===== config.mk =====
export PLATFORM = sky130hd
export DESIGN_NAME = pilot_gain_req_flat
export DESIGN_NICKNAME = d
export VERILOG_FILES = /design/src/rtl/pilot_gain_req_if.sv /design/src/rtl/pilot_gain_req.sv /design/src/flat_wrapper.sv
export SDC_FILE = /design/constraint.sdc
export NUM_CORES = 1
export LEC_CHECK = 0
export CORE_MARGIN = 2
export CORE_UTILIZATION = 49
export CTS_BUF_LIST = sky130_fd_sc_hd__clkbuf_8 sky130_fd_sc_hd__clkbuf_16
export CTS_CLUSTER_SIZE = 25
export DETAILED_ROUTE_END_ITERATION = 10
export PLACE_DENSITY = 0.8
export RECOVER_POWER = 50
export SYNTH_ARGS = -nofsm -noshare
export SYNTH_HDL_FRONTEND = slang
export SYNTH_SLANG_ARGS = --single-unit

===== constraint.sdc =====
create_clock -name clk -period 3 [get_ports clk]
set_clock_uncertainty 0.15 [all_clocks]
set_input_delay 0.3 -clock clk [delete_from_list [all_inputs] [get_ports clk]]
set_output_delay 0.3 -clock clk [all_outputs]
set_load 0.05 [all_outputs]

===== src/rtl/pilot_gain_req_if.sv =====
// Pilot-gain request bus: pilot samples in, divider request/response, and
// gain results out. The master side is pilot_gain_req; the slave side is
// whatever feeds samples and hosts the divider.
interface pilot_gain_req_if #(
  parameter int SAMPLE_W = 12,
  parameter int DIV_W    = 16
);
  logic                frame_sof;
  logic                sample_valid;
  logic [SAMPLE_W-1:0] sample;
  logic                div_en;
  logic [DIV_W-1:0]    div_dividend;
  logic [SAMPLE_W-1:0] div_divisor;
  logic                div_rdy;
  logic [DIV_W-1:0]    div_result;
  logic [DIV_W-1:0]    gain;
  logic                gain_valid;
  logic                gain_zero_err;
  logic                div_timeout;
  logic                sof_ignored;

  modport master (
    input  frame_sof, sample_valid, sample, div_rdy, div_result,
    output div_en, div_dividend, div_divisor, gain, gain_valid,
           gain_zero_err, div_timeout, sof_ignored
  );

  modport slave (
    output frame_sof, sample_valid, sample, div_rdy, div_result,
    input  div_en, div_dividend, div_divisor, gain, gain_valid,
           gain_zero_err, div_timeout, sof_ignored
  );
endinterface


===== src/rtl/pilot_gain_req.sv =====
// Pilot averaging and divide-request stage. After each frame start it sums
// 2^LOG2_PILOTS pilot amplitudes, issues one REF_LEVEL / mean request to the
// pipelined divider, and captures the quotient as the slicer gain. A zero
// mean is clamped to 1 and flagged; a missing divider response times out
// DIV_W+4 cycles after the request.
// Optional feature: define PILOT_GAIN_ROUND_EN for a round-half-up,
// saturating mean instead of the default truncated mean.
module pilot_gain_req #(
  parameter int                SAMPLE_W    = 12,
  parameter int                DIV_W       = 16,
  parameter int                LOG2_PILOTS = 4,
  parameter logic [DIV_W-1:0]  REF_LEVEL   = 16'd40960
) (
  input  logic               clk,
  input  logic               arst,
  pilot_gain_req_if.master   bus
);

  localparam int ACC_W    = SAMPLE_W + LOG2_PILOTS;
  localparam int TMO_W    = $clog2(DIV_W + 4);
  // Last WAIT count at which a response is still accepted; the request cycle
  // is count 0, so a timeout lands exactly DIV_W+4 cycles after div_en.
  localparam logic [TMO_W-1:0] TMO_LAST = TMO_W'(DIV_W + 3);

  typedef enum logic [1:0] {IDLE, ACC, ISSUE, WAIT} state_e;

  state_e                   state_q;
  logic [ACC_W-1:0]         acc_q;
  logic [LOG2_PILOTS-1:0]   cnt_q;
  logic [TMO_W-1:0]         tmo_q;
  logic                     zero_mean_q;
  logic                     div_en_q;
  logic [SAMPLE_W-1:0]      div_divisor_q;
  logic [DIV_W-1:0]         gain_q;
  logic                     gain_valid_q;
  logic                     gain_zero_err_q;
  logic                     div_timeout_q;
  logic                     sof_ignored_q;

  logic [ACC_W-1:0]         acc_d;
  logic [SAMPLE_W-1:0]      mean_d;
  logic                     mean_zero_d;

  // Running sum including the sample on the bus this cycle, so the divisor
  // is ready on the same edge that accepts the last pilot.
  assign acc_d = acc_q + ACC_W'(bus.sample);

`ifdef PILOT_GAIN_ROUND_EN
  localparam logic [ACC_W:0] RND_HALF = (ACC_W+1)'(1) << (LOG2_PILOTS - 1);
  logic [ACC_W:0]           acc_rnd_d;
  logic [SAMPLE_W:0]        mean_wide_d;
  logic [LOG2_PILOTS-1:0]   unused_frac_bits;
  assign acc_rnd_d        = {1'b0, acc_d} + RND_HALF;
  assign mean_wide_d      = acc_rnd_d[ACC_W:LOG2_PILOTS];
  assign unused_frac_bits = acc_rnd_d[LOG2_PILOTS-1:0];
  assign mean_d           = mean_wide_d[SAMPLE_W] ? '1 : mean_wide_d[SAMPLE_W-1:0];
`else
  logic [LOG2_PILOTS-1:0]   unused_frac_bits;
  assign mean_d           = acc_d[ACC_W-1:LOG2_PILOTS];
  assign unused_frac_bits = acc_d[LOG2_PILOTS-1:0];
`endif

  assign mean_zero_d = (mean_d == '0);

  // Control FSM with all outputs registered; pulses default low every cycle.
  // NOTE: every register here uses <= so all state updates on one edge see
  // the same pre-edge values; a blocking = would leak new values into later
  // statements and create order-dependent behaviour.
  always_ff @(posedge clk or posedge arst) begin
    if (arst) begin
      // NOTE: the accumulator and counters are reset too even though ACC
      // entry clears them, so no register ever powers up as X.
      state_q         <= IDLE;
      acc_q           <= '0;
      cnt_q           <= '0;
      tmo_q           <= '0;
      zero_mean_q     <= 1'b0;
      div_en_q        <= 1'b0;
      div_divisor_q   <= SAMPLE_W'(1);
      gain_q          <= '0;
      gain_valid_q    <= 1'b0;
      gain_zero_err_q <= 1'b0;
      div_timeout_q   <= 1'b0;
      sof_ignored_q   <= 1'b0;
    end else begin
      div_en_q      <= 1'b0;
      gain_valid_q  <= 1'b0;
      div_timeout_q <= 1'b0;
      sof_ignored_q <= 1'b0;
      case (state_q)
        IDLE: begin
          if (bus.frame_sof) begin
            state_q <= ACC;
            acc_q   <= '0;
            cnt_q   <= '0;
          end
        end
        ACC: begin
          // A frame start wins over a coincident sample and restarts the sum.
          if (bus.frame_sof) begin
            acc_q <= '0;
            cnt_q <= '0;
          end else if (bus.sample_valid) begin
            acc_q <= acc_d;
            cnt_q <= cnt_q + 1'b1;
            if (cnt_q == '1) begin
              state_q       <= ISSUE;
              div_en_q      <= 1'b1;
              div_divisor_q <= mean_zero_d ? SAMPLE_W'(1) : mean_d;
              zero_mean_q   <= mean_zero_d;
            end
          end
        end
        ISSUE: begin
          state_q <= WAIT;
          tmo_q   <= TMO_W'(1);
          if (bus.frame_sof) sof_ignored_q <= 1'b1;
        end
        WAIT: begin
          if (bus.frame_sof) sof_ignored_q <= 1'b1;
          // A response on the final allowed cycle still counts as success.
          if (bus.div_rdy) begin
            state_q         <= IDLE;
            gain_q          <= bus.div_result;
            gain_valid_q    <= 1'b1;
            gain_zero_err_q <= zero_mean_q;
          end else if (tmo_q == TMO_LAST) begin
            state_q       <= IDLE;
            div_timeout_q <= 1'b1;
          end else begin
            tmo_q <= tmo_q + 1'b1;
          end
        end
        default: state_q <= IDLE;
      endcase
    end
  end

  assign bus.div_en        = div_en_q;
  assign bus.div_dividend  = REF_LEVEL;
  assign bus.div_divisor   = div_divisor_q;
  assign bus.gain          = gain_q;
  assign bus.gain_valid    = gain_valid_q;
  assign bus.gain_zero_err = gain_zero_err_q;
  assign bus.div_timeout   = div_timeout_q;
  assign bus.sof_ignored   = sof_ignored_q;

endmodule


===== src/flat_wrapper.sv =====
// flat-port wrapper written by rule: the top's interface ports become plain ports
module pilot_gain_req_flat 
#(
  parameter int                SAMPLE_W    = 12,
  parameter int                DIV_W       = 16,
  parameter int                LOG2_PILOTS = 4,
  parameter logic [DIV_W-1:0]  REF_LEVEL   = 16'd40960
)
  (clk, arst, bus_frame_sof, bus_sample_valid, bus_sample, bus_div_rdy, bus_div_result, bus_div_en, bus_div_dividend, bus_div_divisor, bus_gain, bus_gain_valid, bus_gain_zero_err, bus_div_timeout, bus_sof_ignored);
  pilot_gain_req_if #(.SAMPLE_W(SAMPLE_W), .DIV_W(DIV_W)) bus_i ();
  input  logic clk;
  input  logic arst;
  input wire logic [$bits(bus_i.frame_sof)-1:0] bus_frame_sof;
  input wire logic [$bits(bus_i.sample_valid)-1:0] bus_sample_valid;
  input wire logic [$bits(bus_i.sample)-1:0] bus_sample;
  input wire logic [$bits(bus_i.div_rdy)-1:0] bus_div_rdy;
  input wire logic [$bits(bus_i.div_result)-1:0] bus_div_result;
  output wire logic [$bits(bus_i.div_en)-1:0] bus_div_en;
  output wire logic [$bits(bus_i.div_dividend)-1:0] bus_div_dividend;
  output wire logic [$bits(bus_i.div_divisor)-1:0] bus_div_divisor;
  output wire logic [$bits(bus_i.gain)-1:0] bus_gain;
  output wire logic [$bits(bus_i.gain_valid)-1:0] bus_gain_valid;
  output wire logic [$bits(bus_i.gain_zero_err)-1:0] bus_gain_zero_err;
  output wire logic [$bits(bus_i.div_timeout)-1:0] bus_div_timeout;
  output wire logic [$bits(bus_i.sof_ignored)-1:0] bus_sof_ignored;
  assign bus_i.frame_sof = bus_frame_sof;
  assign bus_i.sample_valid = bus_sample_valid;
  assign bus_i.sample = bus_sample;
  assign bus_i.div_rdy = bus_div_rdy;
  assign bus_i.div_result = bus_div_result;
  assign bus_div_en = bus_i.div_en;
  assign bus_div_dividend = bus_i.div_dividend;
  assign bus_div_divisor = bus_i.div_divisor;
  assign bus_gain = bus_i.gain;
  assign bus_gain_valid = bus_i.gain_valid;
  assign bus_gain_zero_err = bus_i.gain_zero_err;
  assign bus_div_timeout = bus_i.div_timeout;
  assign bus_sof_ignored = bus_i.sof_ignored;
  pilot_gain_req #(.SAMPLE_W(SAMPLE_W), .DIV_W(DIV_W), .LOG2_PILOTS(LOG2_PILOTS), .REF_LEVEL(REF_LEVEL)) u_core (.clk(clk), .arst(arst), .bus(bus_i));
endmodule

==> reports/qor.json, run 1 <==
{
  "outcome": {"value": "completed"},
  "grt.busiest_layer": {"value": "met2"},
  "areaGrowthSynthToFinish": {"value": 29.3, "unit": "%"},
  "wl_per_cell": {"value": 14.2, "unit": "microns"},
  "critical_path.top_delay_family": {"value": "buffers and inverters"},
  "num_rows": {"value": 29},
  "post-layout-total-power": {"value": 4.04, "unit": "mW"},
  "drc": {"value": 0},
  "ioPinCount": {"value": 82},
  "routed_wirelength": {"value": 7000, "unit": "microns"},
  "clock_insertion_delay_worst_skew": {"value": 0.34, "unit": "ns"},
  "port_buffers": {"value": 65},
  "critical_path_cell_count": {"value": 13},
  "final_cell_count_no_fill": {"value": 494},
  "slew_at_the_pin_with_the_worst_max_slew_slack": {"value": 1.25, "unit": "ns"},
  "synth_area_leader_cell": {"value": "dfrtp_1"},
  "synth.area.top_cells": {"value": "dfrtp_1 (46%), ha_1 (6.9%), nand2_1 (6.3%)"},
  "gpl.final_weighted_congestion": {"value": 0.895},
  "ctsHtreeMaxLevel": {"value": 3},
  "cp.buffers_inverters": {"value": 3},
  "synth_most_common_cell": {"value": "dfrtp_1"},
  "setup_violations": {"value": 0},
  "syn_inst": {"value": 330},
  "detailed_place_hpwl": {"value": 5210, "unit": "microns"},
  "total_via_count_in_the_routed_design": {"value": 2578},
  "largest_net_degree_at_the_start_of_global_routing": {"value": 36},
  "cp_peak_stage_delay": {"value": 0.46, "unit": "ns"},
  "post_synth.cell_area_avg": {"value": 9.86, "unit": "sq um"},
  "cells_traversed_along_the_worst_timing_path": {"value": "clkdlybuf4s50_1 > ha_1 > inv_1 > fa_1 > nor2b_1 > o31ai_1 > a211oi_1 > buf_4 > o41a_1 > nand3_1 > xor2_1 > nand4_1 > o21ai_0"},
  "synth-edff-count": {"value": 0},
  "global_route.usage.met2": {"value": 34.4, "unit": "%"},
  "use_met3": {"value": 6.23, "unit": "%"},
  "antenna_cells_inserted": {"value": 0},
  "endpoint_of_the_worst_register_to_register_path": {"value": "u_core.bus.div_divisor[0]"},
  "final.setup.worst_slack": {"value": 0.251, "unit": "ns"},
  "drt-pass1-iter-count": {"value": 5},
  "cts-buffers-inserted": {"value": 9},
  "start_util": {"value": 50.9, "unit": "%"},
  "globalRouteMet1Util": {"value": 27.1, "unit": "%"},
  "timing.final.hold_violations": {"value": 0},
  "cts_post_setup_buffers_inserted": {"value": 0},
  "die_area": {"value": 7310, "unit": "sq um"},
  "ys_warns": {"value": 0},
  "crit_fanout": {"value": 3},
  "tritoncts": {"value": "built"},
  "cts.reportedPaths.clkPinSlew": {"value": 0.08, "unit": "ns"},
  "critical_path.reg2reg.startpoint": {"value": "u_core.acc_q[0]"},
  "cts.hold.buffers_added": {"value": 0},
  "fin_crit": {"value": 2.75, "unit": "ns"},
  "peakVddDrop": {"value": 663, "unit": "uV"},
  "fin_crit_share": {"value": 91.6, "unit": "%"},
  "cap_violations": {"value": 0},
  "global_route.overflow_total": {"value": 0},
  "placement.setup.worst_slack": {"value": -0.101, "unit": "ns"},
  "yosys_most_used_dff": {"value": "dfrtp_1"},
  "final-max-slew-violation-count": {"value": 0},
  "final_layout_size_suffix_gt1_share": {"value": 12.0, "unit": "%"},
  "post-route-cell-area": {"value": 4210, "unit": "sq um"},
  "synth.cells.most_frequent": {"value": "dfrtp_1 (60), nand2_1 (55), o21ai_0 (28), ha_1 (18)"},
  "pwr_density_cell": {"value": 960, "unit": "nW/um^2"},
  "die_y": {"value": 85.5, "unit": "microns"},
  "n_fill_cell": {"value": 523},
  "antenna_violation_net_count_after_detailed_routing": {"value": 0},
  "worstRegToRegCells": {"value": 12},
  "worst_setup_path_endpoint": {"value": "u_core.bus.div_divisor[0]"},
  "postLayoutCoreUtil": {"value": 65.9, "unit": "%"},
  "setup_repair_after_global_routing_missed_its_margin": {"value": "false"},
  "synth_top_area_share": {"value": 46.2, "unit": "%"},
  "synth-seq-area-share": {"value": 47.0, "unit": "%"},
  "timing.critical_path.arrival": {"value": 2.87, "unit": "ns"},
  "post_dp_cell_area": {"value": 4020, "unit": "sq um"},
  "type_of_the_worst_setup_path": {"value": "in2reg"},
  "critPathCaptureType": {"value": "flop"},
  "track_usage": {"value": 21.0, "unit": "%"},
  "number_of_global_route_vias_before_repair": {"value": 2595},
  "syn_area": {"value": 3250, "unit": "sq um"},
  "worst_slew_margin_rel": {"value": 16.3, "unit": "%"},
  "placed_cells": {"value": 478},
  "power.leakage": {"value": 1.92, "unit": "nW"},
  "cts_max_path_buffers": {"value": 2},
  "grt_pass1_wl": {"value": 12000, "unit": "microns"},
  "max_clock_freq": {"value": 0.364, "unit": "GHz"},
  "cts_resized": {"value": 0},
  "startpoint": {"value": "bus_sample[0]"},
  "core_area": {"value": 6390, "unit": "sq um"},
  "cts.root.buffer_cell": {"value": "clkbuf_8"},
  "via_per_inst": {"value": 5.22},
  "slowest_cp_cell": {"value": "clkdlybuf4s50_1"},
  "synth_cell_types": {"value": 45},
  "die_w": {"value": 85.5, "unit": "microns"},
  "critical_path_required": {"value": 3.12, "unit": "ns"},
  "final_net_count": {"value": 464},
  "antenna_found_initial": {"value": 0},
  "ys_async_sr_fraction": {"value": 100, "unit": "%"},
  "postSynthRegisterBits": {"value": 61},
  "dr.first_iter.drc_count": {"value": 106},
  "rrSetupSlack": {"value": 0.27, "unit": "ns"},
  "critPathLaunchType": {"value": "input port"},
  "worst_hold_path_type": {"value": "reg2reg"},
  "numClockSinks": {"value": 61}
}
-- placed cells by master, fill, tap and decap left out, drive strengths merged, types with 3 or more instances in the layout --
cell / instances
nor2: 17
nand4: 3
clkinv: 4
clkbuf: 13
a22o: 5
o21a: 4
nand3: 9
nand2b: 4
nor3: 5
xor2: 6
mux2: 17
inv: 15
a21oi: 13
nand2: 55
ha: 18
o21ai: 30
a211oi: 4
xnor2: 6
buf: 12
clkdlybuf4s50: 64
dfrtp: 60
conb: 16
o31ai: 3
nor2b: 5
-- stage by stage --
| step | hold WS [ns] | setup TNS [ns] |
|---|---|---|
| after floorplan | 0.220 | 0 |
| after global placement | 0.315 | -0.0200 |
| after detailed placement | 0.311 | -0.172 |
| after CTS | 0.256 | 0 |
| after global routing | 0.354 | 0 |
| final | 0.327 | 0 |
-- registers in the layout (all words and copies together) (netlist names) --
| register | flops |
|---|---|
| u_core.acc_q | 16 |
| u_core.bus.gain | 16 |
| u_core.bus.div_divisor | 12 |
| u_core.tmo_q | 5 |
| u_core.cnt_q | 4 |
| u_core.state_q | 2 |
| u_core.bus.div_en | 1 |
| u_core.bus.div_timeout | 1 |
| u_core.bus.gain_valid | 1 |
| u_core.bus.gain_zero_err | 1 |
| u_core.bus.sof_ignored | 1 |
| u_core.zero_mean_q | 1 |
-- worst min-delay path by stage --
stage	start	to	slack, ns	cells past startpoint
after floorplan	bus_div_rdy	u_core.bus.div_timeout	0.22	1
after detailed placement	u_core.bus.div_divisor[8]	u_core.bus.div_divisor[8]	0.31	2
after CTS	arst	u_core.bus.gain[6]	0.26	2
after global placement	u_core.bus.div_divisor[7]	u_core.bus.div_divisor[7]	0.31	2
after global routing	u_core.bus.div_divisor[8]	u_core.bus.div_divisor[8]	0.35	2
final	u_core.bus.div_divisor[8]	u_core.bus.div_divisor[8]	0.33	2
-- cell type report --
cell class                      count  area [sq um]  share of cell area (%)
Inverter                           14          52.6                    1.25
Tap cell                           77          96.3                    2.29
Multi-Input combinational cell    245          1580                    37.5
Timing Repair Buffer               81           756                    18.0
Clock buffer                        9           124                    2.95
Clock inverter                      7          73.8                    1.76
Sequential cell                    61          1530                    36.3
-- routing by layer --
layer | vias up | share of wire (%) | wire length (microns)
met5 | - | 0 | 0
met4 | 0 | 0.57 | 40
met3 | 4 | 6.5 | 457
met2 | 82 | 49 | 3400
met1 | 1208 | 44 | 3100
li1 | 1284 | - | -
-- cells by family (layout without fill, tap and decap cells) --
| family | after synthesis | in the layout | synth area share (%) |
|---|---|---|---|
| compound gates | 72 | 72 | 14.7 |
| flops | 61 | 61 | 47.0 |
| buf+inv | 38 | 111 | 6.23 |
| fa+ha+maj | 19 | 19 | 7.54 |
| xor+xnor | 12 | 12 | 3.23 |
| simple gates | 108 | 108 | 15.0 |
| mux | 18 | 18 | 6.19 |
| other cells | 2 | 16 | 0.231 |
-- worst reg2reg max path: stages (launching register included) --
cell      delay, ns
dfrtp_1        0.38
ha_1           0.20
inv_1          0.07
fa_1           0.17
nor2b_1        0.06
o31ai_1        0.33
a211oi_1       0.13
buf_4          0.16
o41a_1         0.35
nand3_1        0.16
xor2_1         0.24
nand4_1        0.15
o21ai_0        0.11
-- power by group --
group	switching, mW	internal (mW)
clock	0.346	0.386
sequential	0.146	1.06
combinational	1.26	0.839
total	1.75	2.28
Note: power is estimated with default switching activity, not from simulation.
==> inputs of run 2 (changes only) <==
--- a/config.mk
+++ b/config.mk
@@ -10,7 +10,7 @@
 export CTS_BUF_LIST = sky130_fd_sc_hd__clkbuf_8 sky130_fd_sc_hd__clkbuf_16
 export CTS_CLUSTER_SIZE = 25
 export DETAILED_ROUTE_END_ITERATION = 10
-export PLACE_DENSITY = 0.8
+export PLACE_DENSITY = 0.87
 export RECOVER_POWER = 50
 export SYNTH_ARGS = -nofsm -noshare
 export SYNTH_HDL_FRONTEND = slang
==> run 2 against run 1 <==
Combinational power hardly changed. Critical path depth stayed put. Sequential share of layout area hardly changed. Global-route usage is 0.32 points lower. Utilization hardly changed. Power is 0.81% higher. Clock power is 2.9% higher. Final cell count is 0.61% lower. Routed wire length is 1.8% lower.
==> reports/qor.json, run 2 (same netlist as run 1, synthesis figures left out) <==
{
  "ioPinCount": {"value": 82},
  "type_of_the_worst_setup_path": {"value": "in2reg"},
  "post-layout-total-power": {"value": 4.07, "unit": "mW"},
  "worst_hold_path_type": {"value": "reg2reg"},
  "final_net_count": {"value": 462},
  "hold-path-cell-count": {"value": 2},
  "track_usage": {"value": 20.6, "unit": "%"},
  "worst_slew_margin_rel": {"value": 28.3, "unit": "%"},
  "final_layout_size_suffix_gt1_share": {"value": 11.8, "unit": "%"},
  "fin_crit_share": {"value": 90.0, "unit": "%"},
  "cts.reportedPaths.clkPinSlew": {"value": 0.07, "unit": "ns"},
  "grt_pass1_wl": {"value": 12000, "unit": "microns"},
  "fin_crit": {"value": 2.70, "unit": "ns"},
  "number_of_global_route_vias_before_repair": {"value": 2658},
  "peakVddDrop": {"value": 802, "unit": "uV"},
  "dr.first_iter.drc_count": {"value": 156},
  "critical_path.reg2reg.startpoint": {"value": "u_core.acc_q[0]"},
  "endpoint_of_the_worst_register_to_register_path": {"value": "u_core.bus.div_divisor[0]"},
  "num_rows": {"value": 29},
  "cap_violations": {"value": 0},
  "largest_net_degree_at_the_start_of_global_routing": {"value": 36},
  "routed_wirelength": {"value": 6880, "unit": "microns"},
  "setup_repair_after_global_routing_missed_its_margin": {"value": "false"},
  "cts_post_setup_buffers_inserted": {"value": 0},
  "detailed_place_hpwl": {"value": 5120, "unit": "microns"},
  "antenna_violation_net_count_after_detailed_routing": {"value": 0},
  "worstRegToRegCells": {"value": 12},
  "ctsHtreeMaxLevel": {"value": 3},
  "die_y": {"value": 85.5, "unit": "microns"},
  "global_route.overflow_total": {"value": 0},
  "gpl.final_weighted_congestion": {"value": 0.969},
  "areaGrowthSynthToFinish": {"value": 29.3, "unit": "%"},
  "power.leakage": {"value": 1.92, "unit": "nW"},
  "port_buffers": {"value": 65},
  "clock_insertion_delay_worst_skew": {"value": 0.34, "unit": "ns"},
  "cts-buffers-inserted": {"value": 9},
  "final_cell_count_no_fill": {"value": 491},
  "timing.critical_path.arrival": {"value": 2.81, "unit": "ns"},
  "crit_fanout": {"value": 3},
  "layout.cells.most_common": {"value": "clkdlybuf4s50_1"},
  "tritoncts": {"value": "built"},
  "critPathCaptureType": {"value": "flop"},
  "setup_violations": {"value": 0},
  "pwr_density_cell": {"value": 968, "unit": "nW/um^2"},
  "die_w": {"value": 85.5, "unit": "microns"},
  "numClockSinks": {"value": 61},
  "rrSetupSlack": {"value": 0.30, "unit": "ns"},
  "timing.final.hold_violations": {"value": 0},
  "outcome": {"value": "completed"},
  "via_per_inst": {"value": 5.31},
  "cts.root.buffer_cell": {"value": "clkbuf_8"},
  "critPathLaunchType": {"value": "input port"},
  "hold-path-endpoint": {"value": "u_core.bus.div_divisor[7]"},
  "start_util": {"value": 50.9, "unit": "%"},
  "fin_worst_hold_slack": {"value": 0.330, "unit": "ns"},
  "max_clock_freq": {"value": 0.370, "unit": "GHz"},
  "cts_max_path_buffers": {"value": 2},
  "critical_path_required": {"value": 3.11, "unit": "ns"},
  "final-max-slew-violation-count": {"value": 0},
  "hold_start": {"value": "u_core.bus.div_divisor[7]"},
  "core_area": {"value": 6390, "unit": "sq um"},
  "total_via_count_in_the_routed_design": {"value": 2606},
  "slew_at_the_pin_with_the_worst_max_slew_slack": {"value": 1.08, "unit": "ns"},
  "drc": {"value": 0},
  "cts_resized": {"value": 0},
  "die_area": {"value": 7310, "unit": "sq um"},
  "antenna_cells_inserted": {"value": 0},
  "final_cell_mix": {"value": "clkdlybuf4s50_1 (64), dfrtp_1 (60), nand2_1 (55), o21ai_0 (28), ha_1 (18)"},
  "n_fill_cell": {"value": 526},
  "antenna_found_initial": {"value": 0},
  "wl_per_cell": {"value": 14.0, "unit": "microns"},
  "drt-pass1-iter-count": {"value": 4},
  "cts.hold.buffers_added": {"value": 0},
  "placed_cells": {"value": 476}
}
-- run 2: changes by cell type in the layout (fill, tap and decap cells not counted), sizes merged --
cell and delta:
clkbuf +2, clkinv -2, buf -1, clkinvlp -1, inv -1
-- run 2: worst max path at each step --
stage | start | to | slack [ns] | cells after the start
finish | bus_sample[0] | u_core.bus.div_divisor[0] | 0.30 | 13
global route | u_core.acc_q[0] | u_core.bus.div_divisor[0] | 0.02 | 12
CTS | bus_sample[0] | u_core.bus.div_divisor[0] | 0.29 | 13
detailed placement | bus_sample[0] | u_core.bus.div_divisor[0] | -0.07 | 13
global placement | bus_sample[0] | u_core.bus.div_divisor[0] | -0.004 | 13
floorplan | u_core.acc_q[0] | u_core.bus.div_divisor[0] | 0.55 | 11
-- run 2: cell type report --
type	count	area, sq um	share of cell area [%]
clock inverters	3	43.8	1.04
clock buffers	12	165	3.93
inverters	14	52.6	1.25
well taps	77	96.3	2.29
repair buffers	79	746	17.7
flip-flops and latches	61	1530	36.3
multi-input cells	245	1580	37.4
-- run 2: per-layer routing --
metal / vias up / GRT usage [%] / wire length (microns)
met3: 13 / 6.61 / 472
li1: 1271 / - / -
met1: 1223 / 24.7 / 2860
met4: 0 / 5.77 / 97
met5: - / 0 / 0
met2: 99 / 35.7 / 3450
-- run 2: report_power, final --
part | internal (mW) | switching [mW] | total (mW)
clock | 0.447 | 0.306 | 0.753
combinational | 0.842 | 1.27 | 2.11
sequential | 1.06 | 0.148 | 1.21
-- run 2: stage by stage --
step / TNS [ns] / setup slack, ns / utilization (%) / instance area, sq um
2_1_floorplan: 0 / 0.551 / - / 3310
3_3_place_gp: -0.00375 / -0.00375 / 63.0 / 4020
3_5_place_dp: -0.0719 / -0.0679 / 63.0 / 4020
4_1_cts: 0 / 0.290 / 66.2 / 4230
5_1_grt: 0 / 0.0208 / 65.9 / 4210
6_report: 0 / 0.300 / 65.9 / 4210
-- run 2: critical path, cell delays in order --
cell	delay, ns
clkdlybuf4s50_1	0.46
ha_1	0.17
inv_1	0.06
fa_1	0.38
nor2b_1	0.17
o31ai_1	0.11
a211oi_1	0.20
buf_4	0.15
o41a_1	0.18
nand3_1	0.15
xor2_1	0.23
nand4_1	0.13
o21ai_0	0.11
==> inputs of run 3 (changes only) <==
--- a/config.mk
+++ b/config.mk
@@ -5,6 +5,7 @@
 export SDC_FILE = /design/constraint.sdc
 export NUM_CORES = 1
 export LEC_CHECK = 0
+export CORE_ASPECT_RATIO = 1.1
 export CORE_MARGIN = 2
 export CORE_UTILIZATION = 49
 export CTS_BUF_LIST = sky130_fd_sc_hd__clkbuf_8 sky130_fd_sc_hd__clkbuf_16
@@ -12,6 +13,7 @@
 export DETAILED_ROUTE_END_ITERATION = 10
 export PLACE_DENSITY = 0.87
 export RECOVER_POWER = 50
+export SKIP_LAST_GASP = 1
 export SYNTH_ARGS = -nofsm -noshare
 export SYNTH_HDL_FRONTEND = slang
 export SYNTH_SLANG_ARGS = --single-unit
==> run 3 against run 2 <==
Power rose by 1.4%. Final cell count is 1.4% higher. Highest routed layer unchanged. Combinational power about the same. Sequential share of layout area fell by 0.24 points. Non-clock buffer count is 1 higher. Routed wire length up 0.57%. Sequential cell count stayed put. Global-route usage shrank 0.62 points.
==> reports/qor.json, run 3 (same netlist as run 1, synthesis figures left out) <==
{
  "outcome": {"value": "completed"},
  "fin_setup_tns": {"value": 0, "unit": "ns"},
  "gpl.final_weighted_congestion": {"value": 0.910},
  "global_route.overflow_total": {"value": 0},
  "num_rows": {"value": 31},
  "slew_at_the_pin_with_the_worst_max_slew_slack": {"value": 1.36, "unit": "ns"},
  "dr.first_iter.drc_count": {"value": 122},
  "final-max-slew-violation-count": {"value": 0},
  "cp_peak_stage_delay": {"value": 0.43, "unit": "ns"},
  "ctsHtreeMaxLevel": {"value": 3},
  "timing.critical_path.arrival": {"value": 2.83, "unit": "ns"},
  "critPathLaunchType": {"value": "input port"},
  "critPathCaptureType": {"value": "flop"},
  "placed_cells": {"value": 482},
  "drt-pass1-iter-count": {"value": 5},
  "final_net_count": {"value": 463},
  "peakVddDrop": {"value": 580, "unit": "uV"},
  "cts.hold.buffers_added": {"value": 0},
  "setup_repair_after_global_routing_missed_its_margin": {"value": "false"},
  "setup_violations": {"value": 0},
  "cts.root.buffer_cell": {"value": "clkbuf_8"},
  "areaGrowthSynthToFinish": {"value": 30.2, "unit": "%"},
  "pwr_density_cell": {"value": 975, "unit": "nW/um^2"},
  "core_area": {"value": 6520, "unit": "sq um"},
  "die_w": {"value": 81.7, "unit": "microns"},
  "layout.cells.most_common": {"value": "clkdlybuf4s50_1"},
  "die_y": {"value": 89.5, "unit": "microns"},
  "grt_pass1_wl": {"value": 11000, "unit": "microns"},
  "start_util": {"value": 49.9, "unit": "%"},
  "worst_hold_path_type": {"value": "in2async"},
  "track_usage": {"value": 20.0, "unit": "%"},
  "final_cell_count_no_fill": {"value": 498},
  "cts-buffers-inserted": {"value": 9},
  "antenna_violation_net_count_after_detailed_routing": {"value": 0},
  "cts_resized": {"value": 0},
  "post-layout-total-power": {"value": 4.13, "unit": "mW"},
  "ioPinCount": {"value": 82},
  "fin_crit_share": {"value": 90.5, "unit": "%"},
  "largest_net_degree_at_the_start_of_global_routing": {"value": 26},
  "cells_traversed_along_the_worst_timing_path": {"value": "clkdlybuf4s50_1 > ha_1 > a211oi_1 > o21ai_0 > a221o_1 > a211oi_2 > nand2_1 > nor4_1 > nand4_1 > o21ai_0"},
  "final_cell_mix": {"value": "clkdlybuf4s50_1 (63), dfrtp_1 (60), nand2_1 (55), o21ai_0 (28), ha_1 (18)"},
  "cp.buffers_inverters": {"value": 1},
  "clock_insertion_delay_worst_skew": {"value": 0.34, "unit": "ns"},
  "drc": {"value": 0},
  "critical_path_required": {"value": 3.11, "unit": "ns"},
  "via_per_inst": {"value": 5.25},
  "total_via_count_in_the_routed_design": {"value": 2616},
  "crit_fanout": {"value": 2},
  "top_cell_by_count_worst_path": {"value": "o21ai_0"},
  "port_buffers": {"value": 65},
  "tritoncts": {"value": "built"},
  "slowest_cp_cell": {"value": "clkdlybuf4s50_1"},
  "timing.final.hold_violations": {"value": 0},
  "power.leakage": {"value": 1.93, "unit": "nW"},
  "die_area": {"value": 7310, "unit": "sq um"},
  "type_of_the_worst_setup_path": {"value": "in2reg"},
  "detailed_place_hpwl": {"value": 5130, "unit": "microns"},
  "fin_worst_hold_slack": {"value": 0.305, "unit": "ns"},
  "worst_slew_margin_rel": {"value": 9.66, "unit": "%"},
  "cts_max_path_buffers": {"value": 2},
  "cts.reportedPaths.clkPinSlew": {"value": 0.07, "unit": "ns"},
  "max_clock_freq": {"value": 0.368, "unit": "GHz"},
  "cts_post_setup_buffers_inserted": {"value": 0},
  "wl_per_cell": {"value": 13.9, "unit": "microns"},
  "cap_violations": {"value": 0},
  "fin_crit": {"value": 2.71, "unit": "ns"},
  "numClockSinks": {"value": 61},
  "final_layout_size_suffix_gt1_share": {"value": 12.0, "unit": "%"},
  "antenna_found_initial": {"value": 0},
  "antenna_cells_inserted": {"value": 0},
  "routed_wirelength": {"value": 6910, "unit": "microns"},
  "critical_path.top_delay_family": {"value": "compound AO/OA/AOI/OAI gates"},
  "number_of_global_route_vias_before_repair": {"value": 2470}
}
-- run 3: final timing paths --
check / cells after the start / slack (ns) / endpoint / start
setup / recovery: 10 / 0.29 / u_core.bus.div_divisor[0] / bus_sample[1]
hold / removal: 2 / 0.30 / u_core.bus.gain[11] / arst
setup reg to reg: 9 / 0.29 / u_core.bus.div_divisor[0] / u_core.acc_q[1]
hold reg to reg: 2 / 0.33 / u_core.bus.div_divisor[8] / u_core.bus.div_divisor[8]
max in group asynchronous: 3 / 0.74 / u_core.acc_q[6] / arst
min in group clk: 2 / 0.33 / u_core.bus.div_divisor[8] / u_core.bus.div_divisor[8]
-- run 3: per-stage QoR --
step	cell area, sq um	utilization [%]	setup slack, ns
5_1_grt	4230	65.0	0.0990
6_report	4230	65.0	0.285
4_1_cts	4250	65.1	0.301
3_3_place_gp	4020	61.7	0.0123
3_5_place_dp	4020	61.7	-0.0338
2_1_floorplan	3310	-	0.551
-- run 3: where the power goes --
| part | switching, mW | leakage, nW | internal, mW |
|---|---|---|---|
| registers | 0.146 | 0.801 | 1.06 |
| logic | 1.27 | 1.02 | 0.825 |
| clock network | 0.337 | 0.112 | 0.488 |
| total | 1.76 | 1.93 | 2.37 |
-- run 3: per-layer routing --
metal	track usage (%)	share of wire [%]	routed length, microns
met4	7.42	1.7	116
met2	33.9	48	3350
met3	6.67	8.2	569
met5	0	0	0
met1	23.7	42	2880
-- run 3: worst register-to-register path: stages (launching register included) --
cell and delay (ns):
dfrtp_1 0.40, ha_1 0.29, a211oi_1 0.36, o21ai_0 0.20, a221o_1 0.37, a211oi_2 0.26
nand2_1 0.10, nor4_1 0.25, nand4_1 0.15, o21ai_0 0.10
-- run 3: area by class of cell --
class,instances,area (sq um)
sequential,61,1530
clock inverter,6,86.3
tap,82,103
clock buffer,10,138
multi-input combinational,245,1580
fill,507,2280
timing repair buffer,80,752
inverter,14,52.6
